### src/rtl/texture_loader_if.sv
// SDRAM read-request bus between the texture loader and the SDRAM read arbiter.
interface texture_loader_if;
  logic        rd_req;
  logic [23:0] rd_addr;
  logic [8:0]  rd_len;
  logic        rd_ack;
  logic        rd_valid;
  logic [15:0] rd_data;

  // Loader side: issues bursts, receives words.
  modport master (
    output rd_req,
    output rd_addr,
    output rd_len,
    input  rd_ack,
    input  rd_valid,
    input  rd_data
  );

  // Arbiter side: accepts bursts, returns words.
  modport slave (
    input  rd_req,
    input  rd_addr,
    input  rd_len,
    output rd_ack,
    output rd_valid,
    output rd_data
  );
endinterface

### src/rtl/texture_loader.sv
// Copies the bird, pipe and ground textures from SDRAM into the renderer's texture RAMs.
// Segments load in fixed order bird -> pipe -> base; each is fetched as bursts of up to
// BURST_LEN words, and every returned word becomes a one-cycle write strobe on that
// segment's RAM port.
module texture_loader #(
  parameter logic [23:0] BIRD_SDRAM_ADDR = 24'h000000,
  parameter int unsigned BIRD_WORDS      = 5250,
  parameter logic [23:0] PIPE_SDRAM_ADDR = 24'h002000,
  parameter int unsigned PIPE_WORDS      = 40000,
  parameter logic [23:0] BASE_SDRAM_ADDR = 24'h00C000,
  parameter int unsigned BASE_WORDS      = 9600,
  parameter int unsigned BURST_LEN       = 256
) (
  input  logic                    bird_load_clk,
  input  logic                    rst_n,
  input  logic                    i_start,
  texture_loader_if.master        io_rd,
  output logic                    o_bird_load_en,
  output logic [12:0]             o_bird_load_addr,
  output logic [15:0]             o_bird_load_data,
  output logic                    o_pipe_load_en,
  output logic [15:0]             o_pipe_load_addr,
  output logic                    o_base_load_en,
  output logic [13:0]             o_base_load_addr,
  output logic                    o_busy,
  output logic                    o_done
);

  localparam logic [15:0] BirdWords  = 16'(BIRD_WORDS);
  localparam logic [15:0] PipeWords  = 16'(PIPE_WORDS);
  localparam logic [15:0] BaseWords  = 16'(BASE_WORDS);
  localparam logic [15:0] BurstLen16 = 16'(BURST_LEN);
  localparam logic [8:0]  BurstLen9  = 9'(BURST_LEN);

  // Completion is flagged on the transition back to idle, so no separate done state.
  typedef enum logic [1:0] {StIdle, StReq, StData} state_e;
  typedef enum logic [1:0] {SegBird, SegPipe, SegBase} seg_e;

  state_e      r_state;
  seg_e        r_seg;
  logic [15:0] r_wcnt;
  logic [8:0]  r_bcnt;
  logic        r_rd_req;
  logic [23:0] r_rd_addr;
  logic [8:0]  r_rd_len;
  logic        r_bird_en;
  logic        r_pipe_en;
  logic        r_base_en;
  logic [12:0] r_bird_addr;
  logic [15:0] r_pipe_addr;
  logic [13:0] r_base_addr;
  logic [15:0] r_data;
  logic        r_busy;
  logic        r_done;

  function automatic logic [15:0] f_seg_words(input seg_e s);
    case (s)
      SegBird: return BirdWords;
      SegPipe: return PipeWords;
      default: return BaseWords;
    endcase
  endfunction

  function automatic logic [23:0] f_seg_base(input seg_e s);
    case (s)
      SegBird: return BIRD_SDRAM_ADDR;
      SegPipe: return PIPE_SDRAM_ADDR;
      default: return BASE_SDRAM_ADDR;
    endcase
  endfunction

  // Remaining words are below BURST_LEN (<= 256) on the short path, so 9 bits hold them.
  function automatic logic [8:0] f_burst_len(input logic [15:0] remain);
    if (remain >= BurstLen16) return BurstLen9;
    return remain[8:0];
  endfunction

  function automatic seg_e f_next_seg(input seg_e s);
    case (s)
      SegBird: return SegPipe;
      default: return SegBase;
    endcase
  endfunction

  // Sequencer: request/data handshake, per-segment word counting and write strobes.
  always_ff @(posedge bird_load_clk) begin
    if (!rst_n) begin
      r_state     <= StIdle;
      r_seg       <= SegBird;
      r_wcnt      <= '0;
      r_bcnt      <= '0;
      r_rd_req    <= 1'b0;
      r_rd_addr   <= '0;
      r_rd_len    <= '0;
      r_bird_en   <= 1'b0;
      r_pipe_en   <= 1'b0;
      r_base_en   <= 1'b0;
      r_bird_addr <= '0;
      r_pipe_addr <= '0;
      r_base_addr <= '0;
      r_data      <= '0;
      r_busy      <= 1'b0;
      r_done      <= 1'b0;
    end else begin
      // Strobes are single-cycle unless re-asserted below.
      r_bird_en <= 1'b0;
      r_pipe_en <= 1'b0;
      r_base_en <= 1'b0;
      unique case (r_state)
        StIdle: begin
          if (i_start) begin
            r_seg     <= SegBird;
            r_wcnt    <= '0;
            r_busy    <= 1'b1;
            r_done    <= 1'b0;
            r_rd_req  <= 1'b1;
            r_rd_addr <= BIRD_SDRAM_ADDR;
            r_rd_len  <= f_burst_len(BirdWords);
            r_state   <= StReq;
          end
        end
        StReq: begin
          // Address and length stay put until the arbiter accepts.
          if (io_rd.rd_ack) begin
            r_rd_req <= 1'b0;
            r_bcnt   <= r_rd_len;
            r_state  <= StData;
          end
        end
        StData: begin
          if (r_bcnt != '0) begin
            if (io_rd.rd_valid) begin
              r_data <= io_rd.rd_data;
              unique case (r_seg)
                SegBird: begin
                  r_bird_en   <= 1'b1;
                  r_bird_addr <= r_wcnt[12:0];
                end
                SegPipe: begin
                  r_pipe_en   <= 1'b1;
                  r_pipe_addr <= r_wcnt;
                end
                default: begin
                  r_base_en   <= 1'b1;
                  r_base_addr <= r_wcnt[13:0];
                end
              endcase
              r_wcnt <= r_wcnt + 16'd1;
              r_bcnt <= r_bcnt - 9'd1;
            end
          end else if (r_wcnt < f_seg_words(r_seg)) begin
            r_rd_req  <= 1'b1;
            r_rd_addr <= f_seg_base(r_seg) + {8'd0, r_wcnt};
            r_rd_len  <= f_burst_len(f_seg_words(r_seg) - r_wcnt);
            r_state   <= StReq;
          end else if (r_seg != SegBase) begin
            r_seg     <= f_next_seg(r_seg);
            r_wcnt    <= '0;
            r_rd_req  <= 1'b1;
            r_rd_addr <= f_seg_base(f_next_seg(r_seg));
            r_rd_len  <= f_burst_len(f_seg_words(f_next_seg(r_seg)));
            r_state   <= StReq;
          end else begin
            r_busy  <= 1'b0;
            r_done  <= 1'b1;
            r_state <= StIdle;
          end
        end
        default: r_state <= StIdle;
      endcase
    end
  end

  assign io_rd.rd_req     = r_rd_req;
  assign io_rd.rd_addr    = r_rd_addr;
  assign io_rd.rd_len     = r_rd_len;
  assign o_bird_load_en   = r_bird_en;
  assign o_bird_load_addr = r_bird_addr;
  assign o_bird_load_data = r_data;
  assign o_pipe_load_en   = r_pipe_en;
  assign o_pipe_load_addr = r_pipe_addr;
  assign o_base_load_en   = r_base_en;
  assign o_base_load_addr = r_base_addr;
  assign o_busy           = r_busy;
  assign o_done           = r_done;

endmodule

### src/flat_wrapper.sv
// flat-port wrapper written by rule: the top's interface ports become plain ports
module texture_loader_flat 
#(
  parameter logic [23:0] BIRD_SDRAM_ADDR = 24'h000000,
  parameter int unsigned BIRD_WORDS      = 5250,
  parameter logic [23:0] PIPE_SDRAM_ADDR = 24'h002000,
  parameter int unsigned PIPE_WORDS      = 40000,
  parameter logic [23:0] BASE_SDRAM_ADDR = 24'h00C000,
  parameter int unsigned BASE_WORDS      = 9600,
  parameter int unsigned BURST_LEN       = 256
)
  (bird_load_clk, rst_n, i_start, o_bird_load_en, o_bird_load_addr, o_bird_load_data, o_pipe_load_en, o_pipe_load_addr, o_base_load_en, o_base_load_addr, o_busy, o_done, io_rd_rd_req, io_rd_rd_addr, io_rd_rd_len, io_rd_rd_ack, io_rd_rd_valid, io_rd_rd_data);
  texture_loader_if io_rd_i ();
  input  logic bird_load_clk;
  input  logic rst_n;
  input  logic i_start;
  output logic o_bird_load_en;
  output logic [12:0] o_bird_load_addr;
  output logic [15:0] o_bird_load_data;
  output logic o_pipe_load_en;
  output logic [15:0] o_pipe_load_addr;
  output logic o_base_load_en;
  output logic [13:0] o_base_load_addr;
  output logic o_busy;
  output logic o_done;
  output wire logic [$bits(io_rd_i.rd_req)-1:0] io_rd_rd_req;
  output wire logic [$bits(io_rd_i.rd_addr)-1:0] io_rd_rd_addr;
  output wire logic [$bits(io_rd_i.rd_len)-1:0] io_rd_rd_len;
  input wire logic [$bits(io_rd_i.rd_ack)-1:0] io_rd_rd_ack;
  input wire logic [$bits(io_rd_i.rd_valid)-1:0] io_rd_rd_valid;
  input wire logic [$bits(io_rd_i.rd_data)-1:0] io_rd_rd_data;
  assign io_rd_rd_req = io_rd_i.rd_req;
  assign io_rd_rd_addr = io_rd_i.rd_addr;
  assign io_rd_rd_len = io_rd_i.rd_len;
  assign io_rd_i.rd_ack = io_rd_rd_ack;
  assign io_rd_i.rd_valid = io_rd_rd_valid;
  assign io_rd_i.rd_data = io_rd_rd_data;
  texture_loader #(.BIRD_SDRAM_ADDR(BIRD_SDRAM_ADDR), .BIRD_WORDS(BIRD_WORDS), .PIPE_SDRAM_ADDR(PIPE_SDRAM_ADDR), .PIPE_WORDS(PIPE_WORDS), .BASE_SDRAM_ADDR(BASE_SDRAM_ADDR), .BASE_WORDS(BASE_WORDS), .BURST_LEN(BURST_LEN)) u_core (.bird_load_clk(bird_load_clk), .rst_n(rst_n), .i_start(i_start), .io_rd(io_rd_i), .o_bird_load_en(o_bird_load_en), .o_bird_load_addr(o_bird_load_addr), .o_bird_load_data(o_bird_load_data), .o_pipe_load_en(o_pipe_load_en), .o_pipe_load_addr(o_pipe_load_addr), .o_base_load_en(o_base_load_en), .o_base_load_addr(o_base_load_addr), .o_busy(o_busy), .o_done(o_done));
endmodule
### config.mk
export PLATFORM = sky130hd
export DESIGN_NAME = texture_loader_flat
export DESIGN_NICKNAME = d
export VERILOG_FILES = /design/src/rtl/texture_loader_if.sv /design/src/rtl/texture_loader.sv /design/src/flat_wrapper.sv
export SDC_FILE = /design/constraint.sdc
export NUM_CORES = 1
export LEC_CHECK = 0
export ABC_AREA = 1
export BUFFER_PORTS_ARGS = -buffer_cell sky130_fd_sc_hd__buf_2
export CAP_MARGIN = 40
export CELL_PAD_IN_SITES_DETAIL_PLACEMENT = 0
export CELL_PAD_IN_SITES_GLOBAL_PLACEMENT = 2
export CORE_UTILIZATION = 31
export DETAILED_ROUTE_END_ITERATION = 16
export HOLD_SLACK_MARGIN = 0.03
export MAX_ROUTING_LAYER = met4
export PLACE_DENSITY = 0.88
export SLEW_MARGIN = 20
export SYNTH_ARGS = -nofsm -noshare
export SYNTH_HDL_FRONTEND = slang
export SYNTH_SLANG_ARGS = --single-unit
### constraint.sdc
create_clock -name bird_load_clk -period 3.35 [get_ports bird_load_clk]
set_input_delay 0.1675 -clock bird_load_clk [delete_from_list [all_inputs] [get_ports bird_load_clk]]
set_output_delay 0.1675 -clock bird_load_clk [all_outputs]
set_load 0.01 [all_outputs]
==> results.json, run 1 <==
{
  "synth_area_leaders": "dfxtp_1 (40%), nand2_1 (12%), a21oi_1 (7.6%)",
  "synth_commonest_cells": "nand2_1 (189), dfxtp_1 (120), nor2_1 (96), a21oi_1 (92), nand3_1 (65)",
  "first_global_vias": 5546,
  "slowest_delay_ns": 0.45,
  "reg2reg_depth": 16,
  "clock_sinks": 120,
  "hp-class": "in -> reg",
  "grt_setup_unrepaired": "no",
  "synth.most_common_cell": "nand2_1",
  "slew_viol_final": 0,
  "die_w_um": 141.6,
  "hold_viol_final": 0,
  "row_count": 50,
  "async_flop_share": 0,
  "rrSetupSlack_ns": 0.41,
  "ant_nets": 0,
  "place_ws_ns": 0.4326,
  "ios": 119,
  "cp.arrival_ns": 3.25,
  "cp-start-kind": "flip-flop",
  "crit_chain": "inv_1, nor2_1, inv_1, ha_1, nand2_1, o21bai_1, nand2_1, nand3_2, nand2_4, inv_4, o21ai_2, nand2_2, inv_2, nand2_1, o21ai_0, nor2_1",
  "grt_pass1_wl_um": 29940,
  "wl_um": 19370,
  "setup_violations": 0,
  "wire_per_inst_um": 15.60,
  "period_share": 0.8790,
  "skew_ns": 0.008973,
  "tritoncts": "yes",
  "coreArea_sq_um": 18890,
  "worst_slack_ns": 0.4054,
  "num_vias": 5944,
  "drive_gt1_frac": 0.2026,
  "timing.rr.end": "u_core.r_wcnt[6]",
  "path_clk_slew_ns": 0.06,
  "cpMostUsedCell": "nand2_1",
  "syn_inst": 851,
  "relSlewSlack": 0.5502,
  "cellLeakagePower_nw": 3.330,
  "outcome": "complete, no violations",
  "place.gp.congestion": 0.8075,
  "drt_iter0_markers": 410,
  "htree_levels": 4,
  "cap_violations": 0,
  "synth_largest_area_cell": "dfxtp_1",
  "timing.setup.tns_ns": 0,
  "required_ns": 3.65,
  "ys_types": 44,
  "ys_seq_elements": 120,
  "root_buffer": "clkbuf_16",
  "track_usage": 0.2002,
  "portBuffers": 111,
  "yosys_warnings": 0,
  "fmaxAchievable_ghz": 0.3396,
  "cp-end-kind": "flip-flop",
  "synth_edf_count": 0,
  "diodes": 0,
  "syn_to_final_growth_pct": 24.04,
  "netlist_area_sq_um": 6043,
  "cpMaxStageDelayCell": "dfxtp_1",
  "grt_max_degree": 56,
  "postCtsSetupRepairBufs": 0,
  "nNetsFinal": 1009,
  "whs_endpoint": "u_core.r_state[0]",
  "crit_fanout": 20,
  "ir_drop_v": 0.0003862,
  "dpl.hpwl_um": 13430,
  "clockBufferDepth": 2,
  "finalPower_mw": 5.639,
  "viasPerCell": 4.786,
  "drc": 0,
  "start_util": 0.3199,
  "synth.avg_cell_area_sq_um": 7.101,
  "antenna_found_initial": 0,
  "worst-setup-path-type": "reg -> reg",
  "fin_crit_ns": 2.945,
  "hp-start": "io_rd_rd_ack",
  "synth.top_cell.area_share": 0.3975,
  "r2r-start": "u_core.r_seg[0]",
  "worstMarginPinSlew_ns": 0.6737,
  "hold_depth": 4,
  "die_y_um": 141.6,
  "clk_latency_ns": 0.42,
  "fp.dieArea_sq_um": 20060,
  "ys.flop_type": "dfxtp_1",
  "power.density_nw_per_um2": 752.3,
  "overflow": 0,
  "numCtsBuffers": 17,
  "first_pass_iters": 5,
  "ys_seq_area_frac": 0.3975
}
[kinds of logic after synthesis]
| group | after synthesis | synth area share |
|---|---|---|
| DFF | 120 | 0.3975 |
| xor gates and xnor gates | 10 | 0.01449 |
| adders and majority gates | 19 | 0.04182 |
| AOI/OAI and AO/OA | 182 | 0.1609 |
| buffers and inverters | 115 | 0.09089 |
| and+or+nand+nor | 404 | 0.2938 |
| other | 1 | 0.0006205 |
[cell type report]
| cell class | count | area, sq um |
|---|---|---|
| timing repair buffer | 143 | 835.8 |
| tap | 260 | 325.3 |
| multi-input combinational | 622 | 3114 |
| inverter | 65 | 257.7 |
| sequential | 120 | 2402 |
| clock inverter | 15 | 135.1 |
| fill | 2013 | 11400 |
| clock buffer | 17 | 425.4 |
[per-stage QoR]
| step | cell area, sq um | instances | util | hold WS (ns) |
|---|---|---|---|---|
| 6_report | 7496 | 1242 | 0.3968 | 0.09758 |
| 5_1_grt | 7496 | 1242 | 0.3968 | 0.1030 |
| 4_1_cts | 7496 | 1242 | 0.3968 | 0.08828 |
| 3_5_place_dp | 6775 | 1194 | 0.3586 | 0.3953 |
| 3_3_place_gp | 6775 | 1194 | 0.3586 | 0.3882 |
| 2_1_floorplan | 6066 | 857 | - | 0.3024 |
[power by group]
part	switching (mW)	total (mW)	internal [mW]
registers	0.197	1.80	1.60
logic	1.44	2.09	0.651
clock network	0.773	1.75	0.978
[registers in the layout, indices dropped and copies added (netlist names), 2 cells and up]
name	count
u_core.io_rd.rd_len	9
u_core.o_bird_load_data	16
u_core.r_seg	2
u_core.r_state	2
u_core.io_rd.rd_addr	17
u_core.r_wcnt	16
u_core.o_base_load_addr	14
u_core.r_bcnt	9
u_core.o_bird_load_addr	13
u_core.o_pipe_load_addr	16
[timing repair]
| action | CTS | global route |
|---|---|---|
| hold endpoints to repair | 16 | 0 |
| hold buffers | 16 | 0 |
| setup endpoints to repair | 0 | 0 |
| resized for setup | 0 | 0 |
[worst max path at each step]
stage / startpoint / end / slack [ns]
6_report: u_core.r_seg[0] / u_core.r_wcnt[6] / 0.41
5_1_grt: u_core.r_seg[0] / u_core.r_wcnt[4] / 0.06
4_1_cts: u_core.r_seg[0] / u_core.r_wcnt[6] / 0.42
3_5_place_dp: u_core.r_seg[0] / u_core.r_wcnt[6] / 0.43
3_3_place_gp: u_core.r_seg[0] / u_core.r_wcnt[4] / 0.49
2_1_floorplan: u_core.r_seg[1] / u_core.io_rd.rd_len[8] / 0.72
[cells in the final DEF, fill, tap and decap left out, types with 5 or more instances in the layout]
cell type      synthesis  final
nand2_1              189    189
dfxtp_1              120    120
buf_2                 11    111
nor2_1                96     96
a21oi_1               92     92
nand3_1               65     65
o21ai_0               60     60
inv_1                 49     49
nor3_1                17     17
ha_1                  17     17
clkbuf_16              0     17
dlygate4sd3_1          0     16
buf_4                 12     16
inv_2                 10     10
nand4_1                9      9
xor2_1                 9      9
a31oi_1                9      9
conb_1                 1      7
nor2_4                 5      5
nand2_2                5      5
nor2_2                 5      5
nor4_1                 5      5
inv_6                  0      5
[worst max-delay path, delay by kind of cell (launching register included)]
family          cells  cell delay (ns)
flops               1             0.45
buf+inv             4             0.63
fa+ha+maj           1             0.44
compound gates      3             0.37
simple gates        8             0.93
[metal layers]
metal | global-route usage | vias up | routed length, um
met5 | - | - | 0
met4 | 0.05886 | 0 | 333
met3 | 0.04455 | 20 | 1085
met2 | 0.3023 | 181 | 8744
met1 | 0.2664 | 2703 | 9208
li1 | - | 3040 | -
Note: power is estimated with default switching activity, not from simulation.
==> inputs of run 2 (changes only) <==
- CORE_UTILIZATION: 31 -> 28
- GPL_TIMING_DRIVEN: unset -> 0
- PLACE_DENSITY: 0.88 -> 0.84
- clock period: 3.35 -> 2.35 ns (I/O delays scaled with it)
==> run 2 against run 1 <==
Net effect: the flow now finishes with violations (negative setup slack); maximum frequency up 23%; clock skew about the same; die area rose by 11%; critical path depth did not move.
==> results.json, run 2 (same netlist as run 1, synthesis figures left out) <==
{
  "outcome": "finished with violations",
  "violations": "negative setup slack",
  "fp.dieArea_sq_um": 22170,
  "coreArea_sq_um": 21090,
  "htree_levels": 4,
  "fin_crit_ns": 2.393,
  "row_count": 53,
  "path_clk_slew_ns": 0.06,
  "ios": 119,
  "period_share": 1.018,
  "viasPerCell": 4.732,
  "nNetsFinal": 1064,
  "setup_violations": 11,
  "clockBufferDepth": 2,
  "design_area_sq_um": 8225,
  "hold_viol_final": 0,
  "num_vias": 6204,
  "worstMarginPinSlew_ns": 0.6867,
  "grt_max_degree": 17,
  "start_util": 0.2866,
  "wl_um": 21390,
  "track_usage": 0.2008,
  "layout_commonest_cell": "nand2_1",
  "root_buffer": "clkbuf_16",
  "ant_nets": 0,
  "cap_violations": 0,
  "tritoncts": "yes",
  "clock_sinks": 120,
  "clk_latency_ns": 0.42,
  "cellLeakagePower_nw": 3.574,
  "fill_cells": 2239,
  "hp-class": "in -> reg",
  "portBuffers": 111,
  "skew_ns": 0.008889,
  "numCtsBuffers": 17,
  "cp.arrival_ns": 2.66,
  "power.density_nw_per_um2": 1114,
  "die_y_um": 148.9,
  "first_pass_iters": 5,
  "slew_viol_final": 0,
  "fmaxAchievable_ghz": 0.4178,
  "worst_slack_ns": -0.04322,
  "drive_gt1_frac": 0.2722,
  "largest_reg_flops": 17,
  "overflow": 0,
  "wire_per_inst_um": 16.32,
  "place.gp.congestion": 0.8391,
  "cp-start-kind": "flip-flop",
  "relSlewSlack": 0.5422,
  "diodes": 0,
  "final_cell_mix": "nand2_1 (181), buf_2 (118), dfxtp_1 (114), nor2_1 (87), a21oi_1 (87)",
  "required_ns": 2.62,
  "worst-setup-path-type": "reg -> reg",
  "grt_setup_unrepaired": "yes",
  "grt_pass1_wl_um": 32550,
  "syn_to_final_growth_pct": 36.11,
  "finalPower_mw": 9.166,
  "drt_iter0_markers": 374,
  "first_global_vias": 5888,
  "drc": 0,
  "ir_drop_v": 0.0006837,
  "cp-end-kind": "flip-flop",
  "dpl.hpwl_um": 15210,
  "placed_area_sq_um": 6987,
  "die_w_um": 148.9,
  "antenna_found_initial": 0,
  "crit_fanout": 10
}
-- run 2: final cells by class --
class	instances	area [sq um]	share of cell area
buffer	50	351.6	0.04274
clock buffer	18	439.2	0.05339
clock inverter	13	168.9	0.02054
inverter	65	275.3	0.03347
multi-input combinational	623	3336	0.4055
sequential	120	2420	0.2942
tap	275	344.1	0.04183
timing repair buffer	147	890.9	0.1083
-- run 2: repair_timing --
action                                 CTS  global route
pin swaps                               19            10
endpoints found under the hold margin   17             0
gates resized for setup                 54            25
hold buffers                            17             0
buffers inserted                        13             5
cloned                                   2             0
setup endpoints to repair               48            72
-- run 2: metrics by stage --
stage	hold slack (ns)	util	setup TNS, ns	worst slack [ns]	instances
after floorplan	0.2524	-	0	0.007091	857
after global placement	0.3384	0.3313	-21.81	-0.6121	1243
after detailed placement	0.3434	0.3313	-22.45	-0.6104	1243
after CTS	0.07123	0.3830	-0.04720	-0.01542	1306
after global routing	0.08583	0.3901	-3.937	-0.1697	1311
final	0.08763	0.3901	-0.3266	-0.04322	1311
-- run 2: worst paths after layout --
path	from	end	slack (ns)	cells after the start
worst max-delay path	u_core.r_seg[1]	u_core.r_wcnt[14]	-0.04	16
worst max register to register	u_core.r_seg[1]	u_core.r_wcnt[14]	-0.04	16
worst min register to register	u_core.o_done	u_core.o_done	0.45	2
worst min-delay path	i_start	u_core.o_busy	0.09	3
-- run 2: metal layers --
metal | GRT usage | vias up | wire length (um)
met5 | - | - | 0
met4 | 0.05102 | 0 | 233
met3 | 0.04404 | 12 | 1223
met2 | 0.3093 | 164 | 9747
met1 | 0.2646 | 2872 | 10190
li1 | - | 3156 | -
-- run 2: worst max-delay path, cell delays in order (launching register included) --
cell and delay [ns]:
dfxtp_4 0.35, buf_8 0.14, nor2_4 0.14, inv_6 0.08
ha_4 0.31, nand2_4 0.06, o21bai_1 0.14, nand2_1 0.08
nand3_2 0.09, nand2_4 0.12, inv_4 0.06, o21ai_2 0.12
nand2_2 0.12, buf_6 0.16, buf_8 0.14, nand2_1 0.06
a21oi_1 0.06
-- run 2: where the power goes --
part / internal, mW / total, mW / leakage [nW] / switching (mW)
registers: 2.29 / 2.55 / 0.977 / 0.258
clock network: 1.70 / 2.71 / 0.285 / 1.01
logic: 1.45 / 3.91 / 2.31 / 2.45
==> inputs of run 3 (changes only) <==
- RECOVER_POWER: unset -> 100
==> run 3 against run 2 <==
Net effect: the flow still finishes with violations (negative setup slack); die area unchanged; design area is 1.4% lower; via count about the same; critical path depth unchanged; non-clock buffer count is the same; maximum frequency about the same; power shrank 0.32%; final cell count is the same; register-to-register slack hardly changed; clock-buffer cell count unchanged; clock skew barely moved; sequential power is essentially flat; critical endpoint unchanged; largest power group unchanged.
==> results.json, run 3 (same netlist as run 1, synthesis figures left out) <==
{
  "outcome": "finished with violations",
  "violations": "negative setup slack",
  "hold_slack_ns": 0.08175,
  "row_count": 53,
  "place.gp.congestion": 0.8391,
  "clock_sinks": 120,
  "clk_latency_ns": 0.42,
  "hp-class": "in -> reg",
  "numCtsBuffers": 17,
  "ios": 119,
  "num_vias": 6200,
  "wire_per_inst_um": 16.25,
  "start_util": 0.2866,
  "fp.dieArea_sq_um": 22170,
  "diodes": 0,
  "first_pass_iters": 5,
  "track_usage": 0.2008,
  "die_y_um": 148.9,
  "worstMarginPinSlew_ns": 0.7005,
  "ir_drop_v": 0.0006818,
  "register_area_sq_um": 2420,
  "drt_iter0_markers": 372,
  "cp-end-kind": "flip-flop",
  "power.density_nw_per_um2": 1126,
  "final_cell_mix": "nand2_1 (181), dfxtp_1 (114), clkbuf_1 (108), nor2_1 (87), a21oi_1 (87)",
  "grt_max_degree": 17,
  "antenna_found_initial": 0,
  "worst-setup-path-type": "reg -> reg",
  "crit_fanout": 10,
  "layout_commonest_cell": "nand2_1",
  "overflow": 0,
  "cp.arrival_ns": 2.66,
  "cap_violations": 0,
  "setup_violations": 11,
  "portBuffers": 111,
  "fin_crit_ns": 2.391,
  "period_share": 1.018,
  "slew_viol_final": 0,
  "multi_input_area_sq_um": 3336,
  "timing.setup.tns_ns": -0.3072,
  "cp-start-kind": "flip-flop",
  "skew_ns": 0.008931,
  "viasPerCell": 4.729,
  "dpl.hpwl_um": 15210,
  "ant_nets": 0,
  "cellLeakagePower_nw": 3.181,
  "nNetsFinal": 1064,
  "required_ns": 2.62,
  "grt_setup_unrepaired": "yes",
  "wl_um": 21310,
  "hold_viol_final": 0,
  "htree_levels": 4,
  "grt_pass1_wl_um": 32550,
  "drive_gt1_frac": 0.1844,
  "coreArea_sq_um": 21090,
  "tritoncts": "yes",
  "fill_cells": 2280,
  "die_w_um": 148.9,
  "largest_reg_flops": 17,
  "relSlewSlack": 0.5330,
  "worst_slack_ns": -0.04144,
  "clockBufferDepth": 2,
  "first_global_vias": 5888,
  "path_clk_slew_ns": 0.06,
  "fmaxAchievable_ghz": 0.4182,
  "root_buffer": "clkbuf_16",
  "syn_to_final_growth_pct": 34.22,
  "drc": 0
}
==> run 3: changes by cell type in the layout (fill, tap and decap cells not counted) <==
cell,delta
buf_2,-91
clkbuf_1,+91
==> run 3: routing by layer <==
| metal | vias up | wire length (um) | global-route usage |
|---|---|---|---|
| met4 | 0 | 247 | 0.05102 |
| met2 | 146 | 9722 | 0.3093 |
| li1 | 3158 | - | - |
| met5 | - | 0 | - |
| met1 | 2882 | 10330 | 0.2646 |
| met3 | 14 | 1004 | 0.04404 |
==> run 3: through the flow <==
step	power (mW)	cell area [sq um]	worst slack, ns	utilization	std cells
6_report	9.137	8112	-0.04144	0.3847	1311
3_3_place_gp	5.787	6987	-0.6121	0.3313	1243
2_1_floorplan	4.798	6087	0.007091	-	857
4_1_cts	8.926	8077	-0.01542	0.3830	1306
3_5_place_dp	5.769	6987	-0.6104	0.3313	1243
5_1_grt	9.688	8112	-0.1697	0.3847	1311
==> run 3: final timing paths <==
kind,start,to,slack [ns],cells past startpoint
setup reg to reg,u_core.r_seg[1],u_core.r_wcnt[14],-0.04,16
setup / recovery,u_core.r_seg[1],u_core.r_wcnt[14],-0.04,16
hold / removal,i_start,u_core.o_busy,0.08,3
hold reg to reg,u_core.o_done,u_core.o_done,0.45,2
==> run 3: what timing repair did <==
action / 4_1_cts / 5_1_grt
setup buffers: 13 / 5
pin swaps: 19 / 10
hold buffers: 17 / 0
cloned: 2 / 0
gates resized for setup: 54 / 25
hold endpoints to repair: 17 / 0
setup endpoints to repair: 48 / 72
==> run 3: area by class of cell <==
cell class,count,area share
clock buffer,18,0.05414
inverter,65,0.03393
tap,275,0.04242
buffer,50,0.04334
sequential,120,0.2983
timing repair buffer,147,0.09579
multi-input combinational,623,0.4112
clock inverter,13,0.02082
==> run 3: power by group <==
part,leakage [nW],switching (mW),internal [mW]
registers,0.977,0.261,2.29
logic,1.92,2.45,1.42
clock network,0.285,1.01,1.70
total,3.18,3.72,5.42
==> run 3: worst max-delay path, cell delays in order (launching register included) <==
cell and delay [ns]:
dfxtp_4 0.35, buf_8 0.14, nor2_4 0.14, inv_6 0.08, ha_4 0.32, nand2_4 0.06, o21bai_1 0.14, nand2_1 0.08
nand3_2 0.09, nand2_4 0.12, inv_4 0.06, o21ai_2 0.12, nand2_2 0.11, buf_6 0.16, buf_8 0.14, nand2_1 0.06
a21oi_1 0.06
